**src/rtl/mem_arbiter.sv**
```systemverilog
// mem_arbiter: round-robin arbiter sharing one single-port memory between three
// requesters (0 = loader/debug, 1 = data access, 2 = instruction fetch).
// One transaction in flight; request fields are latched at grant and the owner
// receives a one-cycle ack when the transaction completes.
//
// state | meaning
// IDLE  | no transaction; pick the next winner round-robin from ptr+1
// ISSUE | mem_en strobe for exactly one cycle
// WAIT  | down-counter spans MEM_LAT cycles of memory latency
// DONE  | ack pulse to the owner; requests ignored
module mem_arbiter #(
    parameter int MEM_LAT = 2,
    parameter int AW      = 32
) (
    input  logic          clk,
    input  logic          rst,
    input  logic [2:0]    req,
    input  logic [2:0]    we,
    input  logic [AW-1:0] addr0,
    input  logic [AW-1:0] addr1,
    input  logic [AW-1:0] addr2,
    input  logic [31:0]   wdata0,
    input  logic [31:0]   wdata1,
    input  logic [31:0]   wdata2,
    input  logic [3:0]    be0,
    input  logic [3:0]    be1,
    input  logic [3:0]    be2,
    output logic [2:0]    gnt,
    output logic [2:0]    ack,
    output logic [31:0]   rdata,
    output logic          mem_en,
    output logic          mem_we,
    output logic [AW-1:0] mem_addr,
    output logic [31:0]   mem_wdata,
    output logic [3:0]    mem_be,
    input  logic [31:0]   mem_rdata
);

    localparam logic [1:0] ST_IDLE  = 2'd0;
    localparam logic [1:0] ST_ISSUE = 2'd1;
    localparam logic [1:0] ST_WAIT  = 2'd2;
    localparam logic [1:0] ST_DONE  = 2'd3;

    // Counter load value: WAIT lasts cnt+1 cycles, so load MEM_LAT-1.
    localparam logic [3:0] LAT_M1 = 4'(MEM_LAT - 1);

    logic [1:0]    state_q, state_d;
    logic [1:0]    ptr_q, ptr_d;
    logic [2:0]    gnt_q, gnt_d;
    logic [2:0]    ack_q, ack_d;
    logic          mem_en_q, mem_en_d;
    logic          we_q, we_d;
    logic [AW-1:0] addr_q, addr_d;
    logic [31:0]   wdata_q, wdata_d;
    logic [3:0]    be_q, be_d;
    logic [31:0]   rdata_q, rdata_d;
    logic [3:0]    cnt_q, cnt_d;

    logic [1:0]    ord0, ord1, ord2;
    logic [1:0]    win;
    logic          win_valid;

    function automatic logic bit_at(input logic [2:0] v, input logic [1:0] i);
        case (i)
            2'd0:    bit_at = v[0];
            2'd1:    bit_at = v[1];
            2'd2:    bit_at = v[2];
            default: bit_at = 1'b0;
        endcase
    endfunction

    // Round-robin winner: search order starts just after the last owner.
    always_comb begin
        case (ptr_q)
            2'd0:    {ord0, ord1, ord2} = {2'd1, 2'd2, 2'd0};
            2'd1:    {ord0, ord1, ord2} = {2'd2, 2'd0, 2'd1};
            default: {ord0, ord1, ord2} = {2'd0, 2'd1, 2'd2};
        endcase
        win_valid = 1'b1;
        if (bit_at(req, ord0))      win = ord0;
        else if (bit_at(req, ord1)) win = ord1;
        else if (bit_at(req, ord2)) win = ord2;
        else begin
            win       = 2'd0;
            win_valid = 1'b0;
        end
    end

    // Next-state and datapath: latch fields at grant, sequence the memory access.
    always_comb begin
        state_d  = state_q;
        ptr_d    = ptr_q;
        gnt_d    = gnt_q;
        ack_d    = 3'b000;
        mem_en_d = 1'b0;
        we_d     = we_q;
        addr_d   = addr_q;
        wdata_d  = wdata_q;
        be_d     = be_q;
        rdata_d  = rdata_q;
        cnt_d    = cnt_q;
        case (state_q)
            ST_IDLE: begin
                if (win_valid) begin
                    state_d  = ST_ISSUE;
                    ptr_d    = win;
                    mem_en_d = 1'b1;
                    we_d     = bit_at(we, win);
                    case (win)
                        2'd0: begin
                            gnt_d   = 3'b001;
                            addr_d  = addr0;
                            wdata_d = wdata0;
                            be_d    = be0;
                        end
                        2'd1: begin
                            gnt_d   = 3'b010;
                            addr_d  = addr1;
                            wdata_d = wdata1;
                            be_d    = be1;
                        end
                        default: begin
                            gnt_d   = 3'b100;
                            addr_d  = addr2;
                            wdata_d = wdata2;
                            be_d    = be2;
                        end
                    endcase
                end
            end
            ST_ISSUE: begin
                state_d = ST_WAIT;
                cnt_d   = LAT_M1;
            end
            ST_WAIT: begin
                if (cnt_q == 4'd0) begin
                    state_d = ST_DONE;
                    ack_d   = gnt_q;
                    rdata_d = we_q ? 32'h0 : mem_rdata;
                end else begin
                    cnt_d = cnt_q - 4'd1;
                end
            end
            default: begin
                state_d = ST_IDLE;
                gnt_d   = 3'b000;
            end
        endcase
    end

    // State registers; reset drops any transaction in flight without an ack.
    always_ff @(posedge clk or posedge rst) begin
        if (rst) begin
            state_q  <= ST_IDLE;
            ptr_q    <= 2'd2;
            gnt_q    <= 3'b000;
            ack_q    <= 3'b000;
            mem_en_q <= 1'b0;
            we_q     <= 1'b0;
            addr_q   <= '0;
            wdata_q  <= 32'h0;
            be_q     <= 4'h0;
            rdata_q  <= 32'h0;
            cnt_q    <= 4'd0;
        end else begin
            state_q  <= state_d;
            ptr_q    <= ptr_d;
            gnt_q    <= gnt_d;
            ack_q    <= ack_d;
            mem_en_q <= mem_en_d;
            we_q     <= we_d;
            addr_q   <= addr_d;
            wdata_q  <= wdata_d;
            be_q     <= be_d;
            rdata_q  <= rdata_d;
            cnt_q    <= cnt_d;
        end
    end

    assign gnt       = gnt_q;
    assign ack       = ack_q;
    assign rdata     = rdata_q;
    assign mem_en    = mem_en_q;
    assign mem_we    = we_q;
    assign mem_addr  = addr_q;
    assign mem_wdata = wdata_q;
    assign mem_be    = be_q;

endmodule

```
**config.mk**
```make
export PLATFORM = sky130hd
export DESIGN_NAME = mem_arbiter
export DESIGN_NICKNAME = d
export VERILOG_FILES = /design/src/rtl/mem_arbiter.sv
export SDC_FILE = /design/constraint.sdc
export NUM_CORES = 1
export LEC_CHECK = 0
export CORE_AREA = 2 2 150 152
export DETAILED_ROUTE_END_ITERATION = 16
export DIE_AREA = 0 0 152 154
export PLACE_DENSITY = 0.6
export SLEW_MARGIN = 30
export SYNTH_ARGS = -nofsm -noshare
export SYNTH_HDL_FRONTEND = slang
export SYNTH_SLANG_ARGS = --single-unit
export TNS_END_PERCENT = 5
```
**constraint.sdc**
```tcl
create_clock -name clk -period 4.2 [get_ports clk]
set_clock_uncertainty 0.1 [all_clocks]
set_input_delay 0.84 -clock clk [delete_from_list [all_inputs] [get_ports clk]]
set_output_delay 0.84 -clock clk [all_outputs]
set_load 0.01 [all_outputs]
```
# == After elaboration in Yosys (flattened, before gate mapping) ==
# Index checks and enable logic that the tools add are counted.
# totals
reg_bits,116
input_bits,244
output_inout_bits,108
# classes
addsub,1
n_eq_ne,14
muxes,32
bitwise_logic,1
reduce_logical,14
# op_table
cell,count
$pmux 32 s2,2
$mux 32,1
$pmux 4 s2,2
$eq 2x1->1 const B,6
$logic_not 2->1,6
$pmux 1 s3,4
$pmux 2 s2,3
$pmux 3 s2,2
$eq 2x2->1 const B,5
$mux 2,5
$reduce_and 2->1,5
$mux 3,3
$mux 1,8
$ne 2x2->1 const B,3
$pmux 2 s3,1
$logic_not 4->1,1
$mux 4,1
$sub 4x1->4 const B,1
$reduce_bool 2->1,1
$reduce_or 2->1,1
$not 1->1,1

# == Depth between registers and ports, before layout ==
# Gate-level depths: netlist of run 1.
# depth
ltp_word,14
depth_mapped,8
ltp_nobuf,6

# == Worst setup path after synthesis of run 1 ==
# OpenSTA, ideal clock, no wires.
# synth_timing
path_type,input port to flip-flop
start,input port req[1]
end,"register addr_q[1], in the netlist mem_addr[1]"
setup_time_ns,0.137
arrival_time_ns,1.746
required_ns,3.963
setup_slack_ns,2.217
cell_stages,6
n_path_buf,2
cell_sequence,nor2b_1 -> a22o_1 -> buf_2 -> buf_2 -> a222oi_1 -> a21oi_1
# synth_between
elab_chain_cells,8
# synth_rtl
item,line_no,source
"start, declared",17,"input logic [2:0] req,"
$pmux 1 s3,64,case (i)
$mux 1,81,"else if (bit_at(req, ord1)) win = ord1;"
$mux 1,80,"if (bit_at(req, ord0)) win = ord0;"
$mux 2,82,"else if (bit_at(req, ord2)) win = ord2;"
$mux 2,81,
$mux 2,80,
$eq 2x1->1 / $logic_not 2->1 (equally long branches),109,case (win)
$pmux 32 s2,109,
"end signal, assigned",172,addr_q <= addr_d;
"end, declared",53,"logic [AW-1:0] addr_q, addr_d;"
# Parallel ways exist; a longest one is shown, timed or not. The select of a mux whose other input is x is not followed.
# A chain may end at the register's enable or synchronous reset.

# == Worst setup path after layout of run 1 ==
# layout_timing
start,input port req[1]
end,"register addr_q[23], in the netlist mem_addr[23]"
# Same word-level chain as after synthesis.

==> results of run 1 <==
## through the flow
step	utilization, %	hold slack, ns
after CTS	44.6	0.384
after floorplan	-	0.368
after global routing	44.6	0.412
final	44.7	0.378
after detailed placement	41.9	0.370
after global placement	41.9	0.361
## power by group through the flow
stage	logic [mW]	clock network [mW]	registers, mW
after floorplan	1.36	0	2.20
after global placement	3.17	0	1.97
after detailed placement	3.20	0	1.98
after CTS	3.20	1.52	1.98
after global routing	3.45	1.58	2.05
final	3.15	1.48	1.97
## sequential cells by signal, summed over array words and instances (netlist names)
signal / cells
ack: 3
cnt_q: 4
gnt: 3
mem_addr: 32
mem_be: 4
mem_en: 1
mem_wdata: 32
mem_we: 1
ptr_q: 2
rdata: 32
state_q: 2
## cells in the mapped netlist, drive strengths merged
cell type / count
o22a: 1
a22o: 4
o21bai: 1
nand2b: 37
a21oi: 28
a21boi: 1
clkbuf: 17
mux2: 2
o21ai: 80
nor2b: 2
nand3: 1
o21a: 1
or3: 1
a2bb2oi: 1
nand3b: 1
dfstp: 1
ha: 4
a21o: 1
o211a: 1
nor2: 32
a222oi: 26
mux2i: 1
nand2: 39
nor3: 2
inv: 10
buf: 31
dfrtp: 115
a22oi: 86
## area by class of cell
cell class,instances,area (µm²)
tap,280,350
fill,2123,12000
antenna,1,2.50
inverter,10,40.0
clock inverter,12,158
clock buffer,18,429
timing repair buffer,361,3610
multi-input combinational,353,2190
sequential,116,2900
## cells by family after synthesis
logic type               Yosys count
AO/OA/AOI/OAI                    231
adder cells (fa/ha/maj)            4
buffers and inverters             58
flip-flops                       116
multiplexers                       3
AND/OR/NAND/NOR                  115
## path summary, 6_finish.rpt
path	startpoint	endpoint	slack, ns	cells after the start
setup / recovery	req[1]	mem_addr[23]$_DFFE_PP0P_	1.49	6
hold / removal	rdata[8]$_DFFE_PP0P_	rdata[8]$_DFFE_PP0P_	0.38	2
setup reg to reg	ptr_q[1]$_DFFE_PP1P_	mem_addr[23]$_DFFE_PP0P_	1.94	5
hold reg to reg	rdata[8]$_DFFE_PP0P_	rdata[8]$_DFFE_PP0P_	0.38	2
max in group asynchronous	rst	rdata[16]$_DFFE_PP0P_	2.41	3
min in group asynchronous	rst	mem_wdata[5]$_DFFE_PP0P_	0.79	2
## worst min-delay path, stage by stage, from the launching register on
cell and delay [ns]:
dfrtp_1 0.34, nand2_1 0.04, o21ai_0 0.06
## routing by layer
layer / share of wire [%] / vias to the layer above
li1: - / 2626
met1: 43 / 2539
met2: 47 / 261
met3: 8.5 / 22
met4: 1.7 / 0
met5: 0 / -
==> flow_summary_export.csv, run 1 <==
group,metric,value,unit
run_status,result_of_the_run,"completed",
worst_hold_path,hp-class,"reg2reg",
power_and_ir_drop,irDropWorstVdd,0.000282,V
place,dp_worst_setup_slack,1.03,ns
floorplan,floorplan.initialDensity,24.7,%
clock_network,cts.repair.resized,0,
flow_run,timing.max_cap.violations,0,
sta,report.final.slew_viol_count,0,
power_and_ir_drop,clock_power_share,22.4,%
finish,layout.cells.most_common,"clkdlybuf4s50_1",
finish,layout.cells.most_common_list,"clkdlybuf4s50_1, dfrtp_1, a22oi_1",
critical_path,crit_path_cell_trace,"clkdlybuf4s50_1, nor2b_1, a22o_2, buf_12, a22oi_1, o21ai_0",
sta,fin_setup_tns,0,ns
synth,synthDistinctLibCells,34,
synth,synth-xor-area-share,0,%
floorplan,std_cell_rows,54,
synth,synth_area_leaders,"dfrtp_1, a22oi_1, o21ai_0, a222oi_1, nand2b_1",
critical_path,end_kind,"register",
floorplan,floorplan.die.width,152,µm
synth,yosys_warnings,0,
power_and_ir_drop,leakage,3.85,nW
critical_path,critical_path.slowest_cell,"a22o_2",
clock_network,ctsHtreeMaxLevel,4,
synth,yosys_register_bits,116,
clock_network,post_cts_hold_buffer_count,0,
place,place.detailed.instances,1120,
clock_network,cts_inserted_buffers,17,
floorplan,die_area,23400,µm²
critical_path,crit_required,4.42,ns
grt,global_route.usage.met1,20.7,%
power_and_ir_drop,power_frac_comb,47.7,%
power_and_ir_drop,finalPower,6.60,mW
clock_network,clock_tree.root_cell,"clkbuf_16",
sta,fmax,369,MHz
synth,post_synth_instance_area,5370,µm²
detailed_routing,initialDrtViolationCount,331,
synth,netlist.top_cell.by_area,"dfrtp_1",
floorplan,top_level_ports,352,
detailed_routing,routed_wire_per_std_cell,17.2,µm
power_and_ir_drop,seq_power_share,29.9,%
grt,grt_overflow,0,
place,placed_cell_area,9090,µm²
critical_path,worst_path_dominant_cell_family,"compound AO/OA/AOI/OAI gates",
sta,grt_setup_unrepaired,"no",
synth,post_synth.cell_area_avg,10.2,µm²
critical_path,type_of_the_worst_setup_path,"in2reg",
grt,grt_pass1_vias,5549,
critical_path,crit_path_max_incr_delay,0.73,ns
detailed_routing,drcViolationCount,0,
grt,grt_use_met3,6.34,%
clock_network,max-clock-path-buffers,2,
grt,globalRouteMet2Util,27.3,%
finish,finish.net_count,1107,
clock_network,worst_setup_hold_path_clk_slew,0.06,ns
sta,slew_headroom,40.2,%
detailed_routing,antenna_left,0,
detailed_routing,num_vias,5448,
grt,track_usage,16.7,%
power_and_ir_drop,pwr_density_cell,682,nW/µm²
clock_network,cts_sinks,116,
sta,final_clock_period_utilization_by_the_worst_path,64.5,%
grt,gr-max-usage-layer,"met2",
synth,post_synth_inst_count,527,
sta,finalWorstSetupSlack,1.49,ns
place,place.gp.congestion,0.784,
detailed_routing,avgViaCountPerCell,4.73,
critical_path,crit_fanout,41,
grt,wire_length_of_the_first_global_routing_pass,30900,µm
grt,grt_antenna_before_repair,0,
synth,synth_top_family_by_area,"compound AO/OA/AOI/OAI gates",
finish,share_of_cells_above_drive_strength_1,5.63,%
place,dpl.hpwl,14400,µm
sta,final.min_clock_period,2.71,ns
finish,synthToLayoutAreaGrowth,80.5,%
grt,grt_max_degree,68,
sta,timing.final.hold_violations,0,
finish,design_area,9680,µm²
synth,synthDominantCellAreaShare,53.6,%
synth,synth.yosys.seq_area_share,54.1,%
clock_network,clock_insertion_delay_worst_skew,0.41,ns
floorplan,die_h,154,µm
detailed_routing,totalWireLength,19800,µm
clock_network,cts.repair_timing.setup_buffer_count,0,
finish,fin_cells,1151,
synth,share_of_synthesized_cell_area_in_full_adder_half_adder_and_majority_cells,0.933,%
critical_path,critical_path.startpoint_type,"input port",
sta,timing_worst_slew_pin_value,0.898,ns
power_and_ir_drop,switching_share,35.5,%
place,portBuffers,351,
synth,syn_nets,775,
power_and_ir_drop,switchingPower,2.34,mW
synth,muxShareOfSynthArea,0.606,%
critical_path,cp.buffers_inverters,2,
floorplan,core,21700,µm²
clock_network,cts_tree,"built",
synth,synth-simple-area-share,10.0,%
power_and_ir_drop,p_int,4.26,mW
sta,report.final.setup_viol,0,
synth,synth_compound_gate_area_share,28.7,%
detailed_routing,firstDrtPassIters,5,
critical_path,crit_arrival,2.93,ns
Power figures use the tool's default switching activity.
==> inputs of run 2 (changes only) <==
- clock period: 4.2 -> 2.3 ns (I/O delays scaled with it)
==> run 2 against run 1 <==
Register-to-register slack got worse by 1.5 ns. Largest cell class unchanged. Highest routed layer unchanged. Wire length grew 0.56%. Non-clock buffer count up 16.
==> flow_summary_export.csv, run 2 (synthesis results as in run 1) <==
group,metric,value,unit
run_status,result_of_the_run,"completed",
clock_network,max-clock-path-buffers,2,
finish,synthToLayoutAreaGrowth,84.1,%
floorplan,std_cell_rows,54,
critical_path,type_of_the_worst_setup_path,"reg2out",
sta,report.final.slew_viol_count,0,
detailed_routing,avgViaCountPerCell,4.72,
worst_hold_path,hp-class,"in2async",
critical_path,crit_fanout,3,
grt,grt_overflow,0,
grt,track_usage,16.6,%
floorplan,die_area,23400,µm²
floorplan,top_level_ports,352,
critical_path,worstRegToRegCells,5,
critical_path,cp.buffers_inverters,1,
clock_network,clock_insertion_delay_worst_skew,0.40,ns
sta,final.min_clock_period,2.02,ns
critical_path,crit_required,1.74,ns
clock_network,post_cts_hold_buffer_count,0,
detailed_routing,firstDrtPassIters,5,
critical_path,critical_path.startpoint_type,"register",
finish,diode_count,0,
critical_path,setup.reg_to_reg.worst_slack,0.44,ns
detailed_routing,totalWireLength,19900,µm
sta,report.final.setup_viol,0,
floorplan,die_h,154,µm
finish,fin_cells,1167,
sta,grt_setup_unrepaired,"no",
place,place.gp.congestion,0.820,
power_and_ir_drop,finalPower,12.2,mW
detailed_routing,drcViolationCount,0,
critical_path,critical_path.reg2reg.startpoint,"ptr_q[1]$_DFFE_PP1P_",
flow_run,timing.max_cap.violations,0,
critical_path,crit_arrival,1.46,ns
sta,fin_setup_tns,0,ns
place,dpl.hpwl,14700,µm
finish,finish.utilization,45.6,%
finish,final.fill_count,2073,
floorplan,core,21700,µm²
detailed_routing,initialDrtViolationCount,409,
finish,layout.cells.most_common_list,"clkdlybuf4s50_1, dfrtp_1, a22oi_1",
sta,timing.final.hold_violations,0,
grt,grt_max_degree,68,
grt,grt_pass1_vias,5570,
critical_path,crit_path_max_incr_delay,0.60,ns
clock_network,clock_tree.root_cell,"clkbuf_16",
sta,fmax,496,MHz
clock_network,worst_setup_hold_path_clk_slew,0.06,ns
clock_network,cts_tree,"built",
clock_network,cts.repair.resized,0,
detailed_routing,routed_wire_per_std_cell,17.0,µm
clock_network,cts_sinks,116,
power_and_ir_drop,leakage,3.95,nW
power_and_ir_drop,pwr_density_cell,1230,nW/µm²
detailed_routing,antenna_left,0,
place,place.detailed.instances,1136,
critical_path,crit_path_cell_trace,"clkdlybuf4s50_1",
floorplan,floorplan.die.width,152,µm
critical_path,end_kind,"primary output",
finish,share_of_cells_above_drive_strength_1,7.33,%
detailed_routing,num_vias,5505,
sta,slew_headroom,73.2,%
critical_path,worst_path_dominant_cell_family,"buffers and inverters",
place,portBuffers,351,
floorplan,floorplan.initialDensity,24.7,%
critical_path,critical_path.slowest_cell,"clkdlybuf4s50_1",
finish,finish.net_count,1123,
clock_network,cts.repair_timing.setup_buffer_count,0,
critical_path,critical_path.reg2reg.endpoint,"mem_we$_DFFE_PP0P_",
clock_network,ctsHtreeMaxLevel,4,
finish,layout.cells.most_common,"clkdlybuf4s50_1",
grt,grt_antenna_before_repair,0,
sta,final_clock_period_utilization_by_the_worst_path,87.6,%
power_and_ir_drop,irDropWorstVdd,0.000657,V
sta,timing_worst_slew_pin_value,0.402,ns
clock_network,cts_inserted_buffers,17,
grt,wire_length_of_the_first_global_routing_pass,30700,µm
[run 2: changes by cell type in the layout (fill, tap and decap cells not counted), moves of 2 or more]
cell and change:
clkbuf_8 +2, clkinv_2 +3, inv_6 -2, buf_4 +8, clkinv_4 -2, buf_12 +8
[run 2: report_power, final]
part	internal [mW]	total, mW	leakage, nW	switching (mW)
clock network	1.64	2.57	0.274	0.939
registers	3.06	3.63	1.44	0.570
logic	3.23	5.98	2.24	2.75
total	7.92	12.2	3.95	4.26
[run 2: final cells by class]
class	instances	area, µm²	share of cell area, %
Multi-Input combinational cell	353	2180	22.1
Clock buffer	21	460	4.66
Clock inverter	10	108	1.09
Tap cell	280	350	3.55
Sequential cell	116	2900	29.4
Timing Repair Buffer	377	3830	38.8
Inverter	10	41.3	0.418
[run 2: routing by layer]
layer	track usage (%)	vias up	wire, µm
met3	5.81	33	1590
met1	20.5	2557	8400
met5	0	-	0
met4	6.76	0	510
li1	-	2661	-
met2	26.6	254	9390
[run 2: how the worst max path moves through the flow]
stage,endpoint,startpoint,cells after the start,slack (ns)
floorplan,ack[0]$_DFF_PP0_,rst,1,0.33
global placement,mem_we$_DFFE_PP0P_,req[1],7,-0.03
detailed placement,mem_wdata[27]$_DFFE_PP0P_,req[1],7,-0.06
CTS,gnt[1],gnt[1]$_DFFE_PP0P_,1,0.23
global route,mem_we$_DFFE_PP0P_,req[1],7,0.17
finish,gnt[1],gnt[1]$_DFFE_PP0P_,1,0.28
[run 2: per-stage QoR]
stage / hold slack (ns) / area (µm²) / setup slack, ns
after floorplan: 0.368 / 5370 / 0.327
after global placement: 0.361 / 9310 / -0.0284
after detailed placement: 0.371 / 9310 / -0.0623
after CTS: 0.225 / 9880 / 0.232
after global routing: 0.253 / 9880 / 0.169
final: 0.249 / 9880 / 0.284
==> inputs of run 3 (changes only) <==
- CTS_CLUSTER_DIAMETER: not set -> 100
==> results of run 3 <==
The final DEF is identical to that of run 2; final timing and power are the same.
